File: src/rtl/arb_pkg.sv
// -----------------------------------------------------------------------------
// arb_pkg
// Shared definitions for the matrix-storage arbiter: requester count and IDs,
// default storage geometry, the requester-id type and small one-hot helpers.
// No ports (package).
// -----------------------------------------------------------------------------
package arb_pkg;

    localparam int NUM_REQ    = 3;
    localparam int ARB_ADDR_W = 8;
    localparam int ARB_DATA_W = 32;

    typedef logic [1:0] req_id_t;

    localparam req_id_t REQ_INPUT = 2'd0;
    localparam req_id_t REQ_CALC  = 2'd1;
    localparam req_id_t REQ_DISP  = 2'd2;

    // Next requester in round-robin order, wrapping 2 -> 0.
    function automatic req_id_t next_id(input req_id_t id);
        req_id_t r;
        case (id)
            REQ_INPUT: r = REQ_CALC;
            REQ_CALC:  r = REQ_DISP;
            default:   r = REQ_INPUT;
        endcase
        return r;
    endfunction

    // Requester id to one-hot grant vector.
    function automatic logic [NUM_REQ-1:0] id_onehot(input req_id_t id);
        logic [NUM_REQ-1:0] r;
        case (id)
            REQ_INPUT: r = 3'b001;
            REQ_CALC:  r = 3'b010;
            REQ_DISP:  r = 3'b100;
            default:   r = 3'b000;
        endcase
        return r;
    endfunction

    // One-hot grant vector to requester id (zero vector maps to REQ_INPUT).
    function automatic req_id_t onehot_id(input logic [NUM_REQ-1:0] oh);
        req_id_t r;
        case (oh)
            3'b010:  r = REQ_CALC;
            3'b100:  r = REQ_DISP;
            default: r = REQ_INPUT;
        endcase
        return r;
    endfunction

endpackage

File: src/rtl/storage_arbiter_if.sv
// -----------------------------------------------------------------------------
// storage_arbiter_if
// Bundles the requester-side handshake and the RAM-side command/read bus of the
// matrix-storage arbiter.
//   slave  modport : the arbiter (consumes requests, drives grants and RAM cmd)
//   master modport : the environment (requesters + RAM model)
// Signals: i_en, i_req, i_we, i_addr, i_wdata, i_mem_rdata (into arbiter);
//          o_gnt, o_rvalid, o_rdata, o_mem_we, o_mem_addr, o_mem_wdata, o_busy.
// With ARB_LOCK_EN defined, adds i_lock (in) and o_lock_tmo (out).
// -----------------------------------------------------------------------------
interface storage_arbiter_if
    import arb_pkg::*;
#(
    parameter int ADDR_W = ARB_ADDR_W,
    parameter int DATA_W = ARB_DATA_W
);
    logic [NUM_REQ-1:0]          i_en;
    logic [NUM_REQ-1:0]          i_req;
    logic [1:0]                  i_we;
    logic [NUM_REQ*ADDR_W-1:0]   i_addr;
    logic [2*DATA_W-1:0]         i_wdata;
    logic [NUM_REQ-1:0]          o_gnt;
    logic [NUM_REQ-1:0]          o_rvalid;
    logic [DATA_W-1:0]           o_rdata;
    logic                        o_mem_we;
    logic [ADDR_W-1:0]           o_mem_addr;
    logic [DATA_W-1:0]           o_mem_wdata;
    logic [DATA_W-1:0]           i_mem_rdata;
    logic                        o_busy;
`ifdef ARB_LOCK_EN
    logic [NUM_REQ-1:0]          i_lock;
    logic                        o_lock_tmo;
`endif

    modport slave (
        input  i_en, i_req, i_we, i_addr, i_wdata, i_mem_rdata,
`ifdef ARB_LOCK_EN
        input  i_lock,
        output o_lock_tmo,
`endif
        output o_gnt, o_rvalid, o_rdata, o_mem_we, o_mem_addr, o_mem_wdata, o_busy
    );

    modport master (
        output i_en, i_req, i_we, i_addr, i_wdata, i_mem_rdata,
`ifdef ARB_LOCK_EN
        output i_lock,
        input  o_lock_tmo,
`endif
        input  o_gnt, o_rvalid, o_rdata, o_mem_we, o_mem_addr, o_mem_wdata, o_busy
    );

endinterface

File: src/rtl/rr_pick3.sv
// -----------------------------------------------------------------------------
// rr_pick3
// Combinational three-way round-robin picker.
//   elig : eligible requester mask
//   ptr  : highest-priority requester id (0..2)
//   gnt  : one-hot grant (zero when nothing is eligible)
// Search order is ptr, ptr+1, ptr+2 taken mod 3.
// -----------------------------------------------------------------------------
module rr_pick3
    import arb_pkg::*;
(
    input  logic [NUM_REQ-1:0] elig,
    input  req_id_t            ptr,
    output logic [NUM_REQ-1:0] gnt
);

    // First eligible requester among a, b, c in that order.
    function automatic logic [NUM_REQ-1:0] first3(input logic [NUM_REQ-1:0] e,
                                                  input req_id_t a,
                                                  input req_id_t b,
                                                  input req_id_t c);
        logic [NUM_REQ-1:0] r;
        if (e[a]) begin
            r = id_onehot(a);
        end else if (e[b]) begin
            r = id_onehot(b);
        end else if (e[c]) begin
            r = id_onehot(c);
        end else begin
            r = 3'b000;
        end
        return r;
    endfunction

    // Rotate the search start to the pointer; an illegal pointer acts as 0.
    always_comb begin
        gnt = 3'b000;
        case (ptr)
            REQ_CALC: gnt = first3(elig, REQ_CALC, REQ_DISP, REQ_INPUT);
            REQ_DISP: gnt = first3(elig, REQ_DISP, REQ_INPUT, REQ_CALC);
            default:  gnt = first3(elig, REQ_INPUT, REQ_CALC, REQ_DISP);
        endcase
    end

endmodule

File: src/rtl/storage_arbiter.sv
// -----------------------------------------------------------------------------
// storage_arbiter
// Round-robin arbiter sharing the single-port matrix storage RAM between the
// input subsystem (write), calculator core (read/write) and display (read).
// Ports:
//   clk    : system clock
//   rst_n  : synchronous active-low reset
//   bus    : storage_arbiter_if.slave (requests, grants, read return, RAM cmd)
// An accept (req & gnt at a clock edge) registers the RAM command for the
// next cycle; a read returns o_rvalid to its originator MEM_RD_LAT+1 cycles
// after the accept. o_gnt is combinational and forced low during reset.
// Optional build macro ARB_LOCK_EN: adds i_lock/o_lock_tmo so a requester can
// hold the grant for up to LOCK_MAX consecutive accepts.
// -----------------------------------------------------------------------------
module storage_arbiter
    import arb_pkg::*;
#(
    parameter int ADDR_W     = ARB_ADDR_W,
    parameter int DATA_W     = ARB_DATA_W,
    parameter int MEM_RD_LAT = 1,
    parameter int LOCK_MAX   = 64
)(
    input  logic              clk,
    input  logic              rst_n,
    storage_arbiter_if.slave  bus
);

    if (MEM_RD_LAT < 1 || MEM_RD_LAT > 4 || LOCK_MAX < 1) begin : g_bad_param
        $error("storage_arbiter: MEM_RD_LAT must be 1..4 and LOCK_MAX >= 1");
    end

    req_id_t              rr_ptr_r;
    req_id_t              rr_ptr_nxt_s;
    logic [NUM_REQ-1:0]   elig_s;
    logic [NUM_REQ-1:0]   pick_gnt_s;
    logic [NUM_REQ-1:0]   gnt_s;
    logic                 acc_s;
    req_id_t              acc_id_s;
    logic                 acc_we_s;
    logic [ADDR_W-1:0]    acc_addr_s;
    logic [DATA_W-1:0]    acc_wdata_s;
    logic                 mem_we_r;
    logic [ADDR_W-1:0]    mem_addr_r;
    logic [DATA_W-1:0]    mem_wdata_r;
    // One-hot read tags: a non-zero entry is both the valid bit and the id.
    logic [NUM_REQ-1:0]   rd_pipe_r     [0:MEM_RD_LAT];
    logic [NUM_REQ-1:0]   rd_pipe_nxt_s [0:MEM_RD_LAT];
    logic                 busy_r;
    logic                 busy_nxt_s;

`ifdef ARB_LOCK_EN
    localparam int LOCK_W = $clog2(LOCK_MAX + 1);
    logic                 lock_act_r;
    logic                 lock_act_nxt_s;
    req_id_t              lock_id_r;
    req_id_t              lock_id_nxt_s;
    logic [LOCK_W-1:0]    lock_cnt_r;
    logic [LOCK_W-1:0]    lock_cnt_nxt_s;
    logic [LOCK_W-1:0]    lock_run_s;
    logic                 lock_tmo_r;
    logic                 lock_tmo_nxt_s;
`endif

    assign elig_s = bus.i_req & bus.i_en;

    rr_pick3 u_pick (
        .elig (elig_s),
        .ptr  (rr_ptr_r),
        .gnt  (pick_gnt_s)
    );

    // Grant: a live lock holder overrides the round-robin pick; none in reset.
    always_comb begin
        gnt_s = 3'b000;
        if (!rst_n) begin
            gnt_s = 3'b000;
`ifdef ARB_LOCK_EN
        end else if (lock_act_r && elig_s[lock_id_r]) begin
            gnt_s = id_onehot(lock_id_r);
`endif
        end else begin
            gnt_s = pick_gnt_s;
        end
    end

    // Select the accepted requester's command fields.
    always_comb begin
        acc_s       = |gnt_s;
        acc_id_s    = onehot_id(gnt_s);
        acc_we_s    = 1'b0;
        acc_addr_s  = mem_addr_r;
        acc_wdata_s = mem_wdata_r;
        case (acc_id_s)
            REQ_INPUT: begin
                acc_we_s    = bus.i_we[0];
                acc_addr_s  = bus.i_addr[0 +: ADDR_W];
                acc_wdata_s = bus.i_wdata[0 +: DATA_W];
            end
            REQ_CALC: begin
                acc_we_s    = bus.i_we[1];
                acc_addr_s  = bus.i_addr[ADDR_W +: ADDR_W];
                acc_wdata_s = bus.i_wdata[DATA_W +: DATA_W];
            end
            REQ_DISP: begin
                acc_we_s    = 1'b0;
                acc_addr_s  = bus.i_addr[2*ADDR_W +: ADDR_W];
                acc_wdata_s = mem_wdata_r;
            end
            default: begin
                acc_we_s    = 1'b0;
                acc_addr_s  = mem_addr_r;
                acc_wdata_s = mem_wdata_r;
            end
        endcase
    end

    // Next state of the read-tag pipeline and the in-flight flag.
    always_comb begin
        rd_pipe_nxt_s[0] = (acc_s && !acc_we_s) ? gnt_s : 3'b000;
        for (int i = 1; i <= MEM_RD_LAT; i++) begin
            rd_pipe_nxt_s[i] = rd_pipe_r[i-1];
        end
        busy_nxt_s = 1'b0;
        for (int i = 0; i <= MEM_RD_LAT; i++) begin
            busy_nxt_s = busy_nxt_s | (|rd_pipe_nxt_s[i]);
        end
    end

    // Pointer and lock bookkeeping for the next cycle.
    always_comb begin
        rr_ptr_nxt_s = rr_ptr_r;
`ifdef ARB_LOCK_EN
        lock_act_nxt_s = lock_act_r;
        lock_id_nxt_s  = lock_id_r;
        lock_cnt_nxt_s = lock_cnt_r;
        lock_tmo_nxt_s = 1'b0;
        // Run length including this accept; restarts if a different id wins.
        lock_run_s     = (lock_act_r && (lock_id_r == acc_id_s)) ?
                         (lock_cnt_r + {{(LOCK_W-1){1'b0}}, 1'b1}) :
                         {{(LOCK_W-1){1'b0}}, 1'b1};
        if (acc_s) begin
            if (bus.i_lock[acc_id_s]) begin
                if (lock_run_s >= LOCK_W'(LOCK_MAX)) begin
                    lock_act_nxt_s = 1'b0;
                    lock_cnt_nxt_s = {LOCK_W{1'b0}};
                    lock_tmo_nxt_s = 1'b1;
                    rr_ptr_nxt_s   = next_id(acc_id_s);
                end else begin
                    lock_act_nxt_s = 1'b1;
                    lock_id_nxt_s  = acc_id_s;
                    lock_cnt_nxt_s = lock_run_s;
                end
            end else begin
                lock_act_nxt_s = 1'b0;
                lock_cnt_nxt_s = {LOCK_W{1'b0}};
                rr_ptr_nxt_s   = next_id(acc_id_s);
            end
        end else if (lock_act_r && !elig_s[lock_id_r]) begin
            lock_act_nxt_s = 1'b0;
            lock_cnt_nxt_s = {LOCK_W{1'b0}};
        end else begin
            lock_act_nxt_s = lock_act_r;
        end
`else
        if (acc_s) begin
            rr_ptr_nxt_s = next_id(acc_id_s);
        end else begin
            rr_ptr_nxt_s = rr_ptr_r;
        end
`endif
    end

    // State registers: command register, read pipeline, pointer, lock.
    always_ff @(posedge clk) begin
        if (!rst_n) begin
            rr_ptr_r    <= REQ_INPUT;
            mem_we_r    <= 1'b0;
            mem_addr_r  <= {ADDR_W{1'b0}};
            mem_wdata_r <= {DATA_W{1'b0}};
            for (int i = 0; i <= MEM_RD_LAT; i++) begin
                rd_pipe_r[i] <= 3'b000;
            end
            busy_r      <= 1'b0;
`ifdef ARB_LOCK_EN
            lock_act_r  <= 1'b0;
            lock_id_r   <= REQ_INPUT;
            lock_cnt_r  <= {LOCK_W{1'b0}};
            lock_tmo_r  <= 1'b0;
`endif
        end else begin
            rr_ptr_r <= rr_ptr_nxt_s;
            mem_we_r <= acc_s && acc_we_s;
            if (acc_s) begin
                mem_addr_r  <= acc_addr_s;
                mem_wdata_r <= acc_wdata_s;
            end
            for (int i = 0; i <= MEM_RD_LAT; i++) begin
                rd_pipe_r[i] <= rd_pipe_nxt_s[i];
            end
            busy_r <= busy_nxt_s;
`ifdef ARB_LOCK_EN
            lock_act_r <= lock_act_nxt_s;
            lock_id_r  <= lock_id_nxt_s;
            lock_cnt_r <= lock_cnt_nxt_s;
            lock_tmo_r <= lock_tmo_nxt_s;
`endif
        end
    end

    assign bus.o_gnt       = gnt_s;
    assign bus.o_rvalid    = rd_pipe_r[MEM_RD_LAT];
    assign bus.o_rdata     = bus.i_mem_rdata;
    assign bus.o_mem_we    = mem_we_r;
    assign bus.o_mem_addr  = mem_addr_r;
    assign bus.o_mem_wdata = mem_wdata_r;
    assign bus.o_busy      = busy_r;
`ifdef ARB_LOCK_EN
    assign bus.o_lock_tmo  = lock_tmo_r;
`endif

endmodule
File: src/flat_wrapper.sv
// flat-port wrapper written by rule: the top's interface ports become plain ports
module storage_arbiter_flat import arb_pkg::*;
#(
    parameter int ADDR_W     = ARB_ADDR_W,
    parameter int DATA_W     = ARB_DATA_W,
    parameter int MEM_RD_LAT = 1,
    parameter int LOCK_MAX   = 64
)
  (clk, rst_n, bus_i_en, bus_i_req, bus_i_we, bus_i_addr, bus_i_wdata, bus_i_mem_rdata, bus_o_gnt, bus_o_rvalid, bus_o_rdata, bus_o_mem_we, bus_o_mem_addr, bus_o_mem_wdata, bus_o_busy);
  storage_arbiter_if #(.ADDR_W(ADDR_W), .DATA_W(DATA_W)) bus_i ();
  input  logic clk;
  input  logic rst_n;
  input wire logic [$bits(bus_i.i_en)-1:0] bus_i_en;
  input wire logic [$bits(bus_i.i_req)-1:0] bus_i_req;
  input wire logic [$bits(bus_i.i_we)-1:0] bus_i_we;
  input wire logic [$bits(bus_i.i_addr)-1:0] bus_i_addr;
  input wire logic [$bits(bus_i.i_wdata)-1:0] bus_i_wdata;
  input wire logic [$bits(bus_i.i_mem_rdata)-1:0] bus_i_mem_rdata;
  output wire logic [$bits(bus_i.o_gnt)-1:0] bus_o_gnt;
  output wire logic [$bits(bus_i.o_rvalid)-1:0] bus_o_rvalid;
  output wire logic [$bits(bus_i.o_rdata)-1:0] bus_o_rdata;
  output wire logic [$bits(bus_i.o_mem_we)-1:0] bus_o_mem_we;
  output wire logic [$bits(bus_i.o_mem_addr)-1:0] bus_o_mem_addr;
  output wire logic [$bits(bus_i.o_mem_wdata)-1:0] bus_o_mem_wdata;
  output wire logic [$bits(bus_i.o_busy)-1:0] bus_o_busy;
  assign bus_i.i_en = bus_i_en;
  assign bus_i.i_req = bus_i_req;
  assign bus_i.i_we = bus_i_we;
  assign bus_i.i_addr = bus_i_addr;
  assign bus_i.i_wdata = bus_i_wdata;
  assign bus_i.i_mem_rdata = bus_i_mem_rdata;
  assign bus_o_gnt = bus_i.o_gnt;
  assign bus_o_rvalid = bus_i.o_rvalid;
  assign bus_o_rdata = bus_i.o_rdata;
  assign bus_o_mem_we = bus_i.o_mem_we;
  assign bus_o_mem_addr = bus_i.o_mem_addr;
  assign bus_o_mem_wdata = bus_i.o_mem_wdata;
  assign bus_o_busy = bus_i.o_busy;
  storage_arbiter #(.ADDR_W(ADDR_W), .DATA_W(DATA_W), .MEM_RD_LAT(MEM_RD_LAT), .LOCK_MAX(LOCK_MAX)) u_core (.clk(clk), .rst_n(rst_n), .bus(bus_i));
endmodule
File: config.mk
export PLATFORM = sky130hd
export DESIGN_NAME = storage_arbiter_flat
export DESIGN_NICKNAME = d
export VERILOG_FILES = /design/src/rtl/arb_pkg.sv /design/src/rtl/storage_arbiter_if.sv /design/src/rtl/rr_pick3.sv /design/src/rtl/storage_arbiter.sv /design/src/flat_wrapper.sv
export SDC_FILE = /design/constraint.sdc
export NUM_CORES = 1
export LEC_CHECK = 0
export CORE_MARGIN = 10
export CORE_UTILIZATION = 35
export CTS_CLUSTER_SIZE = 25
export DETAILED_ROUTE_END_ITERATION = 8
export PLACE_DENSITY = 0.95
export SYNTH_ARGS = -nofsm -noshare
export SYNTH_HDL_FRONTEND = slang
export SYNTH_HIERARCHICAL = 1
export SYNTH_SLANG_ARGS = --single-unit
File: constraint.sdc
create_clock -name clk -period 4.8 [get_ports clk]
set_input_delay 0.96 -clock clk [delete_from_list [all_inputs] [get_ports clk]]
set_output_delay 0.96 -clock clk [all_outputs]
set_load 0.01 [all_outputs]
* Word level (Yosys, flattened, before mapping) *
Memory sizes are Yosys's and may differ from the RTL's.
Index checks and enable logic that the tools add are counted.

cells by class
  multiplexer cells = 21
  $mul = 0
  shifts and indexed selects = 0
  order comparisons = 0
  equal/unequal tests = 6
  div/mod/pow operators = 0
  $add $sub $neg = 0
  reduce and logical (&&, ||, !) cells = 11
  bitwise gates (word level) = 4

operator list
  kind                  count
  $pmux W32 S2          1
  $mux W3               10
  $pmux W8 S3           1
  $reduce_or A3 Y1      3
  $pmux W2 S2           2
  $pmux W3 S2           1
  $eq A2 B1 Y1 const B  2
  $eq A2 B2 Y1 const B  2
  $mux W2               2
  $reduce_and A2 Y1     2
  $and A3 B3 Y3         1
  $eq A3 B2 Y1 const B  1
  $eq A3 B3 Y1 const B  1
  $mux W1               3
  $or A1 B1 Y1          3
  $reduce_bool A3 Y1    1
  $logic_and A1 B1 Y1   2
  $logic_not A2 Y1      1
  $pmux W1 S2           1
  $reduce_bool A2 Y1    1
  $logic_not A1 Y1      1

word-level totals
  output and inout port bits = 80
  memory bits (writable) = 6
  latch bits = 0
  flip-flop bits (word level) = 44
  memories kept = 1
  bits of input ports = 130
  memory bits (read-only) = 0

memories
  memory            depth  width  read ports  clocked after memory_dff  wr ports  line                   RTL
  u_core.rd_pipe_r  2      3      2           0                         2         storage_arbiter.sv:46  logic [NUM_REQ-1:0] rd_pipe_r [0:MEM_RD_LAT];

* Logic depth before layout (Yosys ltp) *
Gate-level depths: netlist (run 1).

  word-level depth = 15
  mapped depth = 12

* By module *
Netlist (run 1), hierarchy kept.

by module, submodules not included
  module           area each (µm²)  times used  sequential area each (µm²)  cells an instance
  storage_arbiter  2514.9           1           1001.0                      304
  rr_pick3         120.1            1           0.0                         17

* Worst setup path before layout (run 1) *
OpenSTA, ideal clock, no wires.

  path kind = input to output
  start point = input port bus_i_req[0]
  end point = output port bus_o_gnt[2]
  stages = 6
  arrival time = 2.291 ns
  slack = 1.549 ns
  path through = and2_1 -> inv_1 -> mux2i_1 -> o32ai_1 -> clkbuf_1 -> and2_1

on the way
  longest elaborated chain between the ends = 4

RTL lines
  element                   line                   RTL
  start, declared           flat_wrapper.sv:14     input wire logic [$bits(bus_i.i_req)-1:0] bus_i_req;
  $and A3 B3 Y3             storage_arbiter.sv:64  assign elig_s = bus.i_req & bus.i_en;
  $mux W3                   rr_pick3.sv:23         if (e[a]) begin
  $pmux W3 S2               rr_pick3.sv:38         case (ptr)
  net u_core.pick_gnt_s[2]  storage_arbiter.sv:35  logic [NUM_REQ-1:0] pick_gnt_s;
  $mux W3                   storage_arbiter.sv:75  if (!rst_n) begin
  end, declared             flat_wrapper.sv:19     output wire logic [$bits(bus_i.o_gnt)-1:0] bus_o_gnt;

The timed path passes the listed nets, and every way through them passes these cells.

* Worst setup path after layout (run 1) *
  start point = input port bus_i_req[0]
  end point = output port bus_o_gnt[2]

on the way
  longest elaborated chain between the ends = 4

RTL lines
  element                   line                   RTL
  $and A3 B3 Y3             storage_arbiter.sv:64
  net u_core.elig_s[0]      storage_arbiter.sv:34  logic [NUM_REQ-1:0] elig_s;
  $mux W3                   rr_pick3.sv:23
  $pmux W3 S2               rr_pick3.sv:38
  net u_core.pick_gnt_s[2]  storage_arbiter.sv:35
  $mux W3                   storage_arbiter.sv:75

The timed path passes the listed nets, and every way through them passes these cells.

==> impl_table.tex, run 1 <==
\begin{tabular}{lr}
\hline
Metric & Value \\
\hline
\multicolumn{2}{l}{\textbf{CTS}} \\
\quad Total clock buffers created by CTS & 5 \\
\quad Setup bufs post-CTS & 0 \\
\quad CTS Sinks & 50 \\
\quad Number of buffers between clock root and the deepest sink & 2 \\
\quad CTS tree & yes \\
\quad Quantity of gates resized following cts & 0 \\
\quad Register clock-pin slew on the reported worst setup and hold paths & 80 ps \\
\quad Number of buffers added to fix hold violations after cts & 0 \\
\quad Root Buffer Master & sky130\_fd\_sc\_hd\_\_clkbuf\_8 \\
\quad Clk Latency, worst-skew pair & 290 ps \\
\quad H-tree Lvls & 2 \\
\multicolumn{2}{l}{\textbf{Layout}} \\
\quad Final Cell Area & 3940 sq um \\
\quad Post-layout utilization of the core & 54.0\% \\
\quad Synth-to-layout area growth & 49.5\% \\
\quad Count of antenna diodes in the layout & 0 \\
\quad Fraction of layout cells with a size suffix above 1 & 4.02\% \\
\quad Count of nets after finishing & 557 \\
\multicolumn{2}{l}{\textbf{Timing}} \\
\quad Max-slew violation total from the final report & 0 \\
\quad Final critical-path setup slack & 911 ps \\
\quad Aggregate negative setup slack & 0 ps \\
\quad Worst-case clock skew & 6.62 ps \\
\quad Setup Viol. Count Final & 0 \\
\quad Count of endpoints failing hold in the final timing report & 0 \\
\quad RSZ-0062 raised after global routing & no \\
\quad Max transition margin & 29.5\% \\
\quad Worst slew pin tran & 1060 ps \\
\quad Fmax & 257 MHz \\
\quad Tmin final & 3890 ps \\
\quad Portion of the clock cycle consumed by the worst path in the final layout & 81.0\% \\
\multicolumn{2}{l}{\textbf{Placement}} \\
\quad Count of buffers inserted at the top-level ports & 145 \\
\quad Final weighted congestion of routability-driven global placement & 0.750 \\
\quad Placed cell area & 3860 sq um \\
\quad Post-place setup slack & 909 ps \\
\quad HPWL after DPL & 6910 microns \\
\multicolumn{2}{l}{\textbf{Synthesis}} \\
\quad Net count of the mapped netlist & 455 \\
\quad YS warnings & 6 \\
\quad Leading cell types by count after synthesis & sky130\_fd\_sc\_hd\_\_dfxtp\_1, sky130\_fd\_sc\_hd\_\_nand2\_1, sky130\_fd\_sc\_hd\_\_buf\_4 \\
\quad Number of enable flip-flop cells after synthesis & 0 \\
\quad Cell area after synthesis & 2640 sq um \\
\quad Count leader, synth & sky130\_fd\_sc\_hd\_\_dfxtp\_1 \\
\quad Prevailing post-synth register cell & sky130\_fd\_sc\_hd\_\_dfxtp\_1 \\
\quad Average instance area after synthesis & 8.21 sq um \\
\quad Synth area leaders & sky130\_fd\_sc\_hd\_\_dfxtp\_1, sky130\_fd\_sc\_hd\_\_buf\_4, sky130\_fd\_sc\_hd\_\_mux2i\_1, sky130\_fd\_sc\_hd\_\_nand2\_1, sky130\_fd\_sc\_hd\_\_o21ai\_0 \\
\quad Yosys top cell by area & sky130\_fd\_sc\_hd\_\_dfxtp\_1 \\
\quad Synth cell types & 33 \\
\quad Async SR Flop Fraction & 0\% \\
\quad Part of the Yosys area used for sequential elements & 38.0\% \\
\quad Area share of the largest cell type after synthesis & 38.0\% \\
\quad Flops \& latches, synth & 50 \\
\quad Number of cells produced by synthesis & 321 \\
\multicolumn{2}{l}{\textbf{Min path}} \\
\quad Hold crit path type & reg -> reg \\
\quad Hold Path Depth & 2 \\
\quad Endpoint of the worst hold-timing path & u\_core/bus.o\_mem\_wdata[18] \\
\quad Startpoint of the worst hold path & u\_core/bus.o\_mem\_wdata[18] \\
\multicolumn{2}{l}{\textbf{Floorplanning}} \\
\quad Placement Rows & 31 \\
\quad Core area & 7290 sq um \\
\quad Height of the die & 107 microns \\
\quad Die outline area & 11400 sq um \\
\quad I/O pin cnt & 210 \\
\quad Starting utilization of the core area & 36.1\% \\
\quad Horiz. Die Dim & 107 microns \\
\multicolumn{2}{l}{\textbf{Routing}} \\
\quad Detailed-route vias per instance & 4.92 \\
\quad Number of DRC violations after detailed-routing iteration 0 & 81 \\
\quad Total routed wirelength & 8530 microns \\
\quad Number of detailed-routing iterations run before antenna repair & 4 \\
\quad Antenna Violating Nets Remaining & 0 \\
\quad Number of remaining DRC errors & 0 \\
\quad Routed vias & 2566 \\
\quad WL per Instance & 16.3 microns \\
\multicolumn{2}{l}{\textbf{Power}} \\
\quad Peak supply drop & 101 uV \\
\quad Power density cells & 255 nW/um\^{}2 \\
\quad LEAKAGE & 1.50 nW \\
\multicolumn{2}{l}{\textbf{GRT}} \\
\quad Aggregate global routing overflow & 0 \\
\quad Global-route wire length before repair & 13400 microns \\
\quad Combined global-route utilization of all metal layers & 14.4\% \\
\quad Number of antenna violations at the first check in global routing & 0 \\
\quad Number of global-route vias before repair & 2769 \\
\quad Pin count of the biggest net entering global routing & 54 \\
\multicolumn{2}{l}{\textbf{Setup path}} \\
\quad Sort of element at the end of the critical path & output pin \\
\quad Reg2reg setup slack & 1950 ps \\
\quad Maximum fanout along the worst path & 14 \\
\quad Launch point of the worst path & bus\_i\_req[0] \\
\quad Critical path data arrival time & 2930 ps \\
\quad FF-to-FF path depth & 9 \\
\quad Reg2Reg Launch Point & u\_core/rr\_ptr\_r[0] \\
\quad Critical register-to-register path endpoint & u\_core/bus.o\_mem\_wdata[28] \\
\quad Critical path required time & 3840 ps \\
\quad Critical path class & in -> out \\
\quad Nature of the critical path startpoint & primary input \\
\multicolumn{2}{l}{\textbf{Job}} \\
\quad Maximum capacitance violations & 0 \\
\multicolumn{2}{l}{\textbf{Outcome}} \\
\quad Outcome & completed \\
\hline
\end{tabular}
## placed cells by master, fill, tap and decap left out
master                            Yosys  routed
sky130_fd_sc_hd__o32ai_2              0       1
sky130_fd_sc_hd__nor3b_1              1       1
sky130_fd_sc_hd__o41a_1               1       1
sky130_fd_sc_hd__buf_2                5       1
sky130_fd_sc_hd__o21ai_2              1       1
sky130_fd_sc_hd__clkbuf_1            12       2
sky130_fd_sc_hd__o31a_1               1       1
sky130_fd_sc_hd__o21bai_1             8       8
sky130_fd_sc_hd__a21boi_2             0       1
sky130_fd_sc_hd__a31oi_1             15      15
sky130_fd_sc_hd__a21o_1               1       1
sky130_fd_sc_hd__mux2i_1             18      18
sky130_fd_sc_hd__a21oi_1             18      18
sky130_fd_sc_hd__o21ai_0             28      28
sky130_fd_sc_hd__nand2_1             43      43
sky130_fd_sc_hd__and2_4               2       2
sky130_fd_sc_hd__a22oi_1              1       1
sky130_fd_sc_hd__clkdlybuf4s50_1      0     144
sky130_fd_sc_hd__nand2b_1             1       1
sky130_fd_sc_hd__nand3b_1             1       1
sky130_fd_sc_hd__buf_4               33       5
sky130_fd_sc_hd__o21a_1               2       2
sky130_fd_sc_hd__nand3_1             18      18
sky130_fd_sc_hd__and2_1              10      10
sky130_fd_sc_hd__ha_1                 4       4
sky130_fd_sc_hd__dfxtp_1             50      50
sky130_fd_sc_hd__xor2_1               1       1
sky130_fd_sc_hd__nor2_2               1       1
sky130_fd_sc_hd__inv_1               13      13
sky130_fd_sc_hd__nor2b_1             10      10
sky130_fd_sc_hd__clkbuf_8             0       5
sky130_fd_sc_hd__o21ai_1             15      15
## per-layer routing
metal	GRT usage, %	up-vias	part of all wire (%)
li1	-	1256	-
met1	14.6	1162	38
met2	25.6	114	50
met3	5.75	34	9.6
met4	6.29	0	2.8
met5	0	-	0
## layout make-up
type                            instances  area (sq um)
Multi-Input combinational cell        203          1210
Fill cell                             698          3350
Tap cell                               99           124
Timing Repair Buffer                  150          1480
Inverter                               13          48.8
Clock buffer                            7          76.3
Sequential cell                        50          1000
## state kept, by name (all words and copies together), names as in the netlist
register                flops
u_core/bus.o_mem_we         1
u_core/bus.o_mem_addr       8
u_core/bus.o_mem_wdata     32
u_core/bus.o_busy           1
u_core/rd_pipe_r            6
u_core/rr_ptr_r             2
## critical path, stage by stage
cell	delay [ps]
sky130_fd_sc_hd__clkdlybuf4s50_1	400
sky130_fd_sc_hd__and2_1	150
sky130_fd_sc_hd__inv_1	90
sky130_fd_sc_hd__mux2i_1	120
sky130_fd_sc_hd__o32ai_2	230
sky130_fd_sc_hd__buf_4	240
sky130_fd_sc_hd__and2_1	160
sky130_fd_sc_hd__clkdlybuf4s50_1	570
## report_power, final
group          internal [mW]  total (mW)  switching (mW)
clock network          0.101       0.224           0.124
registers              0.452       0.471          0.0185
logic                  0.178       0.308           0.130
## worst max path at each step
stage | slack (ps) | endpoint | depth (start not counted)
2_1_floorplan | 1550 | bus_o_gnt[2] | 6
3_3_place_gp | 1010 | bus_o_gnt[2] | 8
3_5_place_dp | 910 | bus_o_gnt[2] | 8
4_1_cts | 900 | bus_o_gnt[2] | 8
5_1_grt | 830 | bus_o_gnt[2] | 8
6_report | 910 | bus_o_gnt[2] | 8
## stage by stage
step / hold slack [ps] / cells / total power, mW
after floorplan: 435 / 321 / 0.638
after global placement: 445 / 515 / 0.778
after detailed placement: 457 / 515 / 0.790
after CTS: 469 / 522 / 1.02
after global routing: 490 / 522 / 1.06
final: 466 / 522 / 1.00
## cells by family after synthesis
| group | share of synthesized area [%] |
|---|---|
| compound gates | 20.3 |
| xor+xnor | 0.332 |
| fa+ha+maj | 1.90 |
| buf+inv | 16.7 |
| flops | 38.0 |
| mux | 6.84 |
| simple gates | 16.0 |
Power figures use the tool's default switching activity.
==> inputs of run 2 (changes only) <==
--- a/config.mk
+++ b/config.mk
@@ -6,10 +6,10 @@
 export NUM_CORES = 1
 export LEC_CHECK = 0
 export CORE_MARGIN = 10
-export CORE_UTILIZATION = 35
+export CORE_UTILIZATION = 33
 export CTS_CLUSTER_SIZE = 25
 export DETAILED_ROUTE_END_ITERATION = 8
-export PLACE_DENSITY = 0.95
+export PLACE_DENSITY = 0.91
 export SYNTH_ARGS = -nofsm -noshare
 export SYNTH_HDL_FRONTEND = slang
 export SYNTH_HIERARCHICAL = 1
==> constraint.sdc (replaced) <==
create_clock -name clk -period 3.8 [get_ports clk]
set_input_delay 0.76 -clock clk [delete_from_list [all_inputs] [get_ports clk]]
set_output_delay 0.76 -clock clk [all_outputs]
set_load 0.01 [all_outputs]
==> run 2 against run 1 <==
Compared with the run above:
- critical path depth down 1
- clock power up 30%
- worst setup slack worse by 460 ps
- register-to-register slack worse by 710 ps
- power up 27%
- non-clock buffer count up 1
- combinational power up 25%
- cell count up 0.77%
- clock skew up 1.4 ps
- utilization down 3.2 points
- largest cell class unchanged
- highest routed layer unchanged
==> impl_table.tex, run 2 (synthesis gave the netlist of run 1 again) <==
\begin{tabular}{lr}
\hline
Metric & Value \\
\hline
\multicolumn{2}{l}{\textbf{Layout}} \\
\quad Count of nets after finishing & 558 (+0.18\%) \\
\quad Most frequent cells in the layout & sky130\_fd\_sc\_hd\_\_clkdlybuf4s50\_1, sky130\_fd\_sc\_hd\_\_dfxtp\_1, sky130\_fd\_sc\_hd\_\_nand2\_1, sky130\_fd\_sc\_hd\_\_o21ai\_0 \\
\quad Fraction of layout cells with a size suffix above 1 & 4.25\% (+0.23 points) \\
\quad Most frequent standard cell in the layout excluding fill and tap cells & sky130\_fd\_sc\_hd\_\_clkdlybuf4s50\_1 \\
\quad Synth-to-layout area growth & 49.8\% \\
\quad Count of antenna diodes in the layout & 0 (unchanged) \\
\quad Max reg flops & 32 (unchanged) \\
\multicolumn{2}{l}{\textbf{Setup path}} \\
\quad Critical path class & in -> out \\
\quad Maximum fanout along the worst path & 3 (-11) \\
\quad List of cells traversed by the critical path & clkdlybuf4s50\_1 -> and2\_1 -> inv\_1 -> mux2i\_1 -> o32ai\_1 -> and2\_1 -> clkdlybuf4s50\_1 \\
\quad Critical path required time & 3040 ps (-800 ps) \\
\quad Reg2reg setup slack & 1240 ps (-710 ps) \\
\quad Critical path data arrival time & 2590 ps (-340 ps) \\
\quad Sort of element at the end of the critical path & output pin \\
\quad Largest stage delay on the critical path & 540 ps (-30 ps) \\
\quad Nature of the critical path startpoint & primary input \\
\quad Crit-path slowest cell & sky130\_fd\_sc\_hd\_\_clkdlybuf4s50\_1 \\
\multicolumn{2}{l}{\textbf{Routing}} \\
\quad Number of detailed-routing iterations run before antenna repair & 4 (unchanged) \\
\quad Number of DRC violations after detailed-routing iteration 0 & 63 (-22\%) \\
\quad Detailed-route vias per instance & 4.79 (-2.6\%) \\
\quad Antenna Violating Nets Remaining & 0 (unchanged) \\
\quad WL per Instance & 16.2 microns (-1.2\%) \\
\quad Routed vias & 2519 (-1.8\%) \\
\quad Number of remaining DRC errors & 0 (unchanged) \\
\quad Total routed wirelength & 8500 microns (-0.40\%) \\
\multicolumn{2}{l}{\textbf{CTS}} \\
\quad H-tree Lvls & 2 (unchanged) \\
\quad Root Buffer Master & sky130\_fd\_sc\_hd\_\_clkbuf\_8 \\
\quad CTS tree & yes \\
\quad Clk Latency, worst-skew pair & 290 ps (about the same) \\
\quad Quantity of gates resized following cts & 0 (unchanged) \\
\quad Number of buffers between clock root and the deepest sink & 2 (unchanged) \\
\quad Setup bufs post-CTS & 0 (unchanged) \\
\quad CTS Sinks & 50 (unchanged) \\
\quad Register clock-pin slew on the reported worst setup and hold paths & 80 ps (about the same) \\
\quad Number of buffers added to fix hold violations after cts & 0 (unchanged) \\
\quad Total clock buffers created by CTS & 5 (unchanged) \\
\multicolumn{2}{l}{\textbf{Floorplanning}} \\
\quad Die outline area & 12000 sq um (+4.9\%) \\
\quad Horiz. Die Dim & 109 microns (+2.4\%) \\
\quad Placement Rows & 32 (+3.2\%) \\
\quad Core area & 7770 sq um (+6.5\%) \\
\quad I/O pin cnt & 210 (unchanged) \\
\quad Starting utilization of the core area & 33.9\% (-2.2 points) \\
\quad Height of the die & 109 microns (+2.4\%) \\
\multicolumn{2}{l}{\textbf{Power}} \\
\quad Peak supply drop & 149 uV (+48\%) \\
\quad LEAKAGE & 1.50 nW (+0.15\%) \\
\quad Final Power & 1.27 mW (+27\%) \\
\quad Power density cells & 322 nW/um\^{}2 (+27\%) \\
\multicolumn{2}{l}{\textbf{Timing}} \\
\quad Count of endpoints failing hold in the final timing report & 0 (unchanged) \\
\quad Tmin final & 3350 ps \\
\quad RSZ-0062 raised after global routing & no \\
\quad Max transition margin & 59.6\% (+30 points) \\
\quad Worst-case clock skew & 8.01 ps (+1.40 ps) \\
\quad Max-slew violation total from the final report & 0 (unchanged) \\
\quad Fmax & 298 MHz \\
\quad Aggregate negative setup slack & 0 ps (unchanged) \\
\quad Portion of the clock cycle consumed by the worst path in the final layout & 88.2\% \\
\quad Worst slew pin tran & 605 ps (-453 ps) \\
\quad Setup Viol. Count Final & 0 (unchanged) \\
\multicolumn{2}{l}{\textbf{Placement}} \\
\quad Count of buffers inserted at the top-level ports & 145 (unchanged) \\
\quad HPWL after DPL & 6780 microns (-1.8\%) \\
\quad Final weighted congestion of routability-driven global placement & 0.780 (+4.0\%) \\
\multicolumn{2}{l}{\textbf{GRT}} \\
\quad Combined global-route utilization of all metal layers & 13.3\% (-1.1 points) \\
\quad Pin count of the biggest net entering global routing & 51 (-5.6\%) \\
\quad Number of antenna violations at the first check in global routing & 0 (unchanged) \\
\quad Number of global-route vias before repair & 2572 (-7.1\%) \\
\quad Global-route wire length before repair & 12900 microns (-3.8\%) \\
\quad Aggregate global routing overflow & 0 (unchanged) \\
\multicolumn{2}{l}{\textbf{Outcome}} \\
\quad Outcome & completed \\
\multicolumn{2}{l}{\textbf{Min path}} \\
\quad Hold crit path type & reg -> reg \\
\multicolumn{2}{l}{\textbf{Job}} \\
\quad Maximum capacitance violations & 0 (unchanged) \\
\hline
\end{tabular}
run 2: metrics by stage:
| step | utilization [%] | area (sq um) | hold WS [ps] | worst slack, ps | instances |
|---|---|---|---|---|---|
| 2_1_floorplan | - | 2640 | 435 | 949 | 321 |
| 3_3_place_gp | 49.8 | 3870 | 446 | 546 | 519 |
| 3_5_place_dp | 49.8 | 3870 | 458 | 447 | 519 |
| 4_1_cts | 50.8 | 3950 | 470 | 448 | 526 |
| 5_1_grt | 50.8 | 3950 | 496 | 369 | 526 |
| 6_report | 50.8 | 3950 | 466 | 450 | 526 |
run 2: routing by layer:
layer / part of all wire [%] / global-route usage (%)
met1: 38 / 13.8
met2: 50 / 23.9
met3: 10 / 5.09
met4: 1.6 / 4.74
met5: 0 / 0
run 2: final timing paths:
check,cells after the start,to,from
worst max-delay path,7,bus_o_gnt[2],bus_i_req[0]
worst min-delay path,2,u_core/bus.o_mem_wdata[27],u_core/bus.o_mem_wdata[27]
worst max register to register,9,u_core/bus.o_mem_wdata[15],u_core/rr_ptr_r[0]
worst min register to register,2,u_core/bus.o_mem_wdata[27],u_core/bus.o_mem_wdata[27]
run 2: final cells by class:
class / instances / area (sq um)
Fill cell: 745 / 3820
Timing Repair Buffer: 151 / 1490
Multi-Input combinational cell: 203 / 1200
Sequential cell: 50 / 1000
Tap cell: 102 / 128
Clock buffer: 6 / 72.6
Inverter: 13 / 48.8
Clock inverter: 1 / 7.51
run 2: where the power goes:
group	internal [mW]	leakage (nW)	switching (mW)	total [mW]
combinational	0.225	1.05	0.161	0.386
clock	0.127	0.0373	0.164	0.291
sequential	0.572	0.410	0.0240	0.596
run 2: critical path: cells and delay by family:
kind / cells / cell delay [ps]
mux: 1 / 130
simple gates: 2 / 350
compound gates: 1 / 310
buf+inv: 3 / 1030
==> inputs of run 3 (changes only) <==
--- a/config.mk
+++ b/config.mk
@@ -7,8 +7,10 @@
 export LEC_CHECK = 0
 export CORE_MARGIN = 10
 export CORE_UTILIZATION = 33
-export CTS_CLUSTER_SIZE = 25
+export CTS_CLUSTER_DIAMETER = 120
+export CTS_CLUSTER_SIZE = 8
 export DETAILED_ROUTE_END_ITERATION = 8
+export HOLD_SLACK_MARGIN = 0.03
 export PLACE_DENSITY = 0.91
 export SYNTH_ARGS = -nofsm -noshare
 export SYNTH_HDL_FRONTEND = slang
==> results of run 3 <==
No change in the layout: final DEF, timing and power equal those of run 2.
==> patch 1, RTL diff (settings of run 3) <==
`ARB_DATA_W`: 32 -> 36.
--- a/src/rtl/arb_pkg.sv
+++ b/src/rtl/arb_pkg.sv
@@ -8,7 +8,7 @@
 
     localparam int NUM_REQ    = 3;
     localparam int ARB_ADDR_W = 8;
-    localparam int ARB_DATA_W = 32;
+    localparam int ARB_DATA_W = 36;
 
     typedef logic [1:0] req_id_t;
 
Interface: changed (resized bus_i_mem_rdata, bus_i_wdata, bus_o_mem_wdata and bus_o_rdata); port bits go from 210 to 230. The function was not compared with the original's and may differ.
==> patch 1 against run 3 <==
- power is 15% higher
- sequential cell count increased by 4
- wire length increased by 11%
- area after synthesis increased by 6.7%
- critical path depth unchanged
- setup slack worse by 0.010 ns
- sequential power up 7.9%
- design area increased by 8.4%
==> patch 1: results (changes against run 3) <==
| Metric | Value |
|---|---|
| FF-to-FF setup slack | 1.12 ns (-0.12 ns) |
| Mapped Nets | 493 (+8.4%) |
| Hold Path Cell Cnt | 1 (-1) |
| Worst clock skew | 0.00486 ns (-0.00315 ns) |
| Fill count | 785 (+5.4%) |
| Synth Area in XOR/XNOR | 0.311% (-0.021 points) |
| Wirelength, routed | 9410 µm (+11%) |
| Psw | 0.402 mW (+15%) |
| DP HPWL | 7410 µm (+9.2%) |
| Largest net degree at the start of global routing | 39 (-24%) |
| Worst vdd ir | 0.256 mV (+72%) |
| Cell area after placement | 0.00416 mm² (+7.6%) |
| Worst Path Arrival | 2.60 ns (about the same) |
| Clk slew on worst S/H paths | 0.10 ns (+0.02 ns) |
| P_leak | 1.63 nW (+8.7%) |
| Fin nets | 603 (+8.1%) |
| Least-Margin Pin Slew | 0.539 ns (-0.0651 ns) |
| First-pass GRT wire length | 14,900 µm (+16%) |
| Vias in the first global route | 2,956 (+15%) |
| Via-to-Cell Ratio | 4.87 (+1.7%) |
| Buffers on Ports | 157 (+8.3%) |
| Max FFs per register | 36 (+13%) |
| Top post-synthesis cells by count | 54 x dfxtp_1, 51 x nand2_1, 38 x buf_4 |
| Mux cell area share after synthesis | 6.41% (-0.43 points) |
| Gpl congestion | 0.825 (+5.8%) |
| Synth Area in Adders | 1.78% (-0.12 points) |
| Resized cells post-CTS | 0 (unchanged) |
| Sequential share of the synthesized area | 38.4% (+0.45 points) |
| Outcome | completed |
| Share of cells above drive strength 1 | 4.80% (+0.56 points) |
| Complex-gate fraction of the synthesized area | 20.5% (+0.19 points) |
-- patch 1: cells by family (layout without fill, tap and decap cells) --
kind of cell	Yosys count	after routing
adder cells (fa/ha/maj)	4	4
XOR/XNOR	1	1
flip-flops	54	54
AND/OR/NAND/NOR	95	95
buffers and inverters	74	185
multiplexers	18	18
AO/OA/AOI/OAI	101	101
-- patch 1: metal layers --
metal	part of all wire (%)	up-vias	wire length, µm	GRT usage [%]
met5	0	-	0	0
li1	-	1360	-	-
met1	38	1239	3550	14.4
met4	2.4	0	222	5.41
met3	9.1	26	858	5.80
met2	51	117	4780	25.2
-- patch 1: power by group through the flow --
| stage | registers, mW | logic, mW | clock network (mW) |
|---|---|---|---|
| 3_5_place_dp | 0.656 | 0.420 | 0 |
| 2_1_floorplan | 0.677 | 0.190 | 0 |
| 3_3_place_gp | 0.653 | 0.408 | 0 |
| 6_report | 0.643 | 0.416 | 0.404 |
| 4_1_cts | 0.644 | 0.421 | 0.419 |
| 5_1_grt | 0.651 | 0.455 | 0.440 |
-- patch 1: worst max-delay path, cell delays in order --
cell and delay, ns:
clkdlybuf4s50_1 0.39, and2_1 0.16, inv_1 0.09, mux2i_1 0.13, o32ai_2 0.33, and2_1 0.19, clkdlybuf4s50_1 0.56
-- patch 1: area by class of cell --
type | count | share of cell area [%]
repair buffers | 164 | 37.8
flip-flops and latches | 54 | 25.3
clock inverters | 3 | 1.14
well taps | 105 | 3.07
inverters | 13 | 1.14
clock buffers | 5 | 1.61
multi-input cells | 219 | 29.9
-- patch 1: final timing paths --
path	start	endpoint
min	u_core/rd_pipe_r[0][1]$_SDFF_PN0_	u_core/rd_pipe_r[0][4]$_SDFF_PN0_
max reg2reg	u_core/rr_ptr_r[0]$_SDFFE_PN0P_	u_core/bus.o_mem_wdata[25]$_SDFFE_PN0P_
max	bus_i_req[0]	bus_o_gnt[2]
min reg2reg	u_core/rd_pipe_r[0][1]$_SDFF_PN0_	u_core/rd_pipe_r[0][4]$_SDFF_PN0_
-- patch 1: metrics by stage --
| step | hold WS, ns | total power [mW] | setup slack, ns | util, % | instances |
|---|---|---|---|---|---|
| finish | 0.472 | 1.46 | 0.440 | 51.8 | 563 |
| detailed placement | 0.447 | 1.08 | 0.442 | 50.4 | 555 |
| floorplan | 0.435 | 0.866 | 0.949 | - | 347 |
| CTS | 0.470 | 1.48 | 0.438 | 51.8 | 563 |
| global route | 0.489 | 1.55 | 0.320 | 51.8 | 563 |
| global placement | 0.447 | 1.06 | 0.498 | 50.4 | 555 |
==> patch 2, RTL diff (flow settings as in run 3) <==
Without the edit above. Reset style: asynchronous (`rst_n`), changed in one clocked block. Comments in the files are not updated.
--- a/src/rtl/storage_arbiter.sv
+++ b/src/rtl/storage_arbiter.sv
@@ -171,7 +171,7 @@
     end
 
     // State registers: command register, read pipeline, pointer, lock.
-    always_ff @(posedge clk) begin
+    always_ff @(posedge clk or negedge rst_n) begin
         if (!rst_n) begin
             rr_ptr_r    <= REQ_INPUT;
             mem_we_r    <= 1'b0;
Check against the original RTL: differs if rst_n is asserted again (counterexample within 4 cycles, from zero or initial values and one cycle with rst_n low); with rst_n held inactive, the same outputs for 10 cycles.
==> patch 2 against run 3 <==
- design area increased by 5.8%
- sequential cell count unchanged
- hold slack got worse by 0.077 ns
- area after synthesis increased by 5.4%
- sequential share of layout area increased by 4.6 points
- maximum frequency increased by 1.1%
- die area increased by 4.4%
- final cell count decreased by 4.0%
- clock skew decreased by 0.0025 ns
- wire length increased by 9.0%
- setup slack improved by 0.037 ns
- core utilization about the same
Power is not compared: it rests on default switching activity, and its combinational part moved more than twofold at a synthesized area within 25%.
==> patch 2: results (changes against run 3) <==
| Metric | Value |
|---|---|
| Mapped Nets | 425 (-6.6%) |
| Worst slack, placed | 0.461 ns (+0.0131 ns) |
| Vias in the first global route | 2,661 (+3.5%) |
| Cell area after placement | 0.00406 mm² (+5.0%) |
| Largest net degree at the start of global routing | 64 (+25%) |
| Slew HR | 49.0% (-11 points) |
| Fin nets | 533 (-4.5%) |
| First-pass GRT wire length | 14,600 µm (+13%) |
| Worst Path Arrival | 2.55 ns (-0.04 ns) |
| Critical Path Source | bus_i_req[2] |
| Via Count | 2,396 (-4.9%) |
| Initial antenna violation count | 1 (+1) |
| Routing usage on met2 | 25.7% (+1.7 points) |
| Post-Place Cells | 497 (-4.2%) |
| Outcome | completed |
| Worst hold slack | 0.389 ns (-0.0768 ns) |
| Synth Instances | 291 (-9.3%) |
| Reg2reg path depth | 8 (-1) |
| Beginning of the worst register-to-register path | u_core/rr_ptr_r[0]$_DFFE_PN0P_ |
| Tcrit/Tclk final | 87.2% (-0.98 points) |
| Share of cells above drive strength 1 | 8.27% (+4.0 points) |
| Hold Crit Start | u_core/rd_pipe_nxt_s[2]$_DFF_PN0_ |
| FF-to-FF setup slack | 1.08 ns (-0.16 ns) |
| Synth Area in XOR/XNOR | 0.315% (-0.017 points) |
| Starting DRT DRC Count | 126 (+100%) |
| Met1 wire length | 3370 µm (+3.6%) |
| GRT Overall Usage | 13.9% (+0.65 points) |
| Yosys cell types | 36 (+9.1%) |
| Grt met3 use | 4.40% (-0.69 points) |
| Reg-to-Reg End | u_core/bus.o_mem_wdata[20]$_DFFE_PN0P_ |
| Complex-gate fraction of the synthesized area | 24.2% (+3.9 points) |
| Sequential share of the synthesized area | 45.1% (+7.1 points) |
| Routed wl met3 | 629 µm (-27%) |
| Tot Pwr | 2.55 mW |
==> patch 2: changes by cell type in the layout (fill, tap and decap cells not counted), moves of 16 or more <==
| cell | run 3 | this run |
|---|---|---|
| a22oi_1 | 1 | 32 |
| inv_1 | 13 | 39 |
| dfrtp_1 | 0 | 50 |
| dfxtp_1 | 50 | 0 |
| mux2i_1 | 18 | 2 |
| nand3_1 | 18 | 1 |
| nand2_1 | 43 | 4 |
==> patch 2: layout make-up <==
cell class | instances | area, µm² | share of cell area (%)
timing repair buffer | 152 | 1500 | 35.9
sequential | 50 | 1250 | 29.9
multi-input combinational | 151 | 1030 | 24.8
inverter | 39 | 146 | 3.50
tap | 105 | 131 | 3.14
clock buffer | 6 | 82.6 | 1.98
clock inverter | 1 | 30.0 | 0.719
antenna | 1 | 2.50 | 0.0599
==> patch 2: critical path: cells and delay by family <==
family          cells  cell delay [ns]
simple gates        2             0.37
buf+inv             3             1.09
compound gates      1             0.32
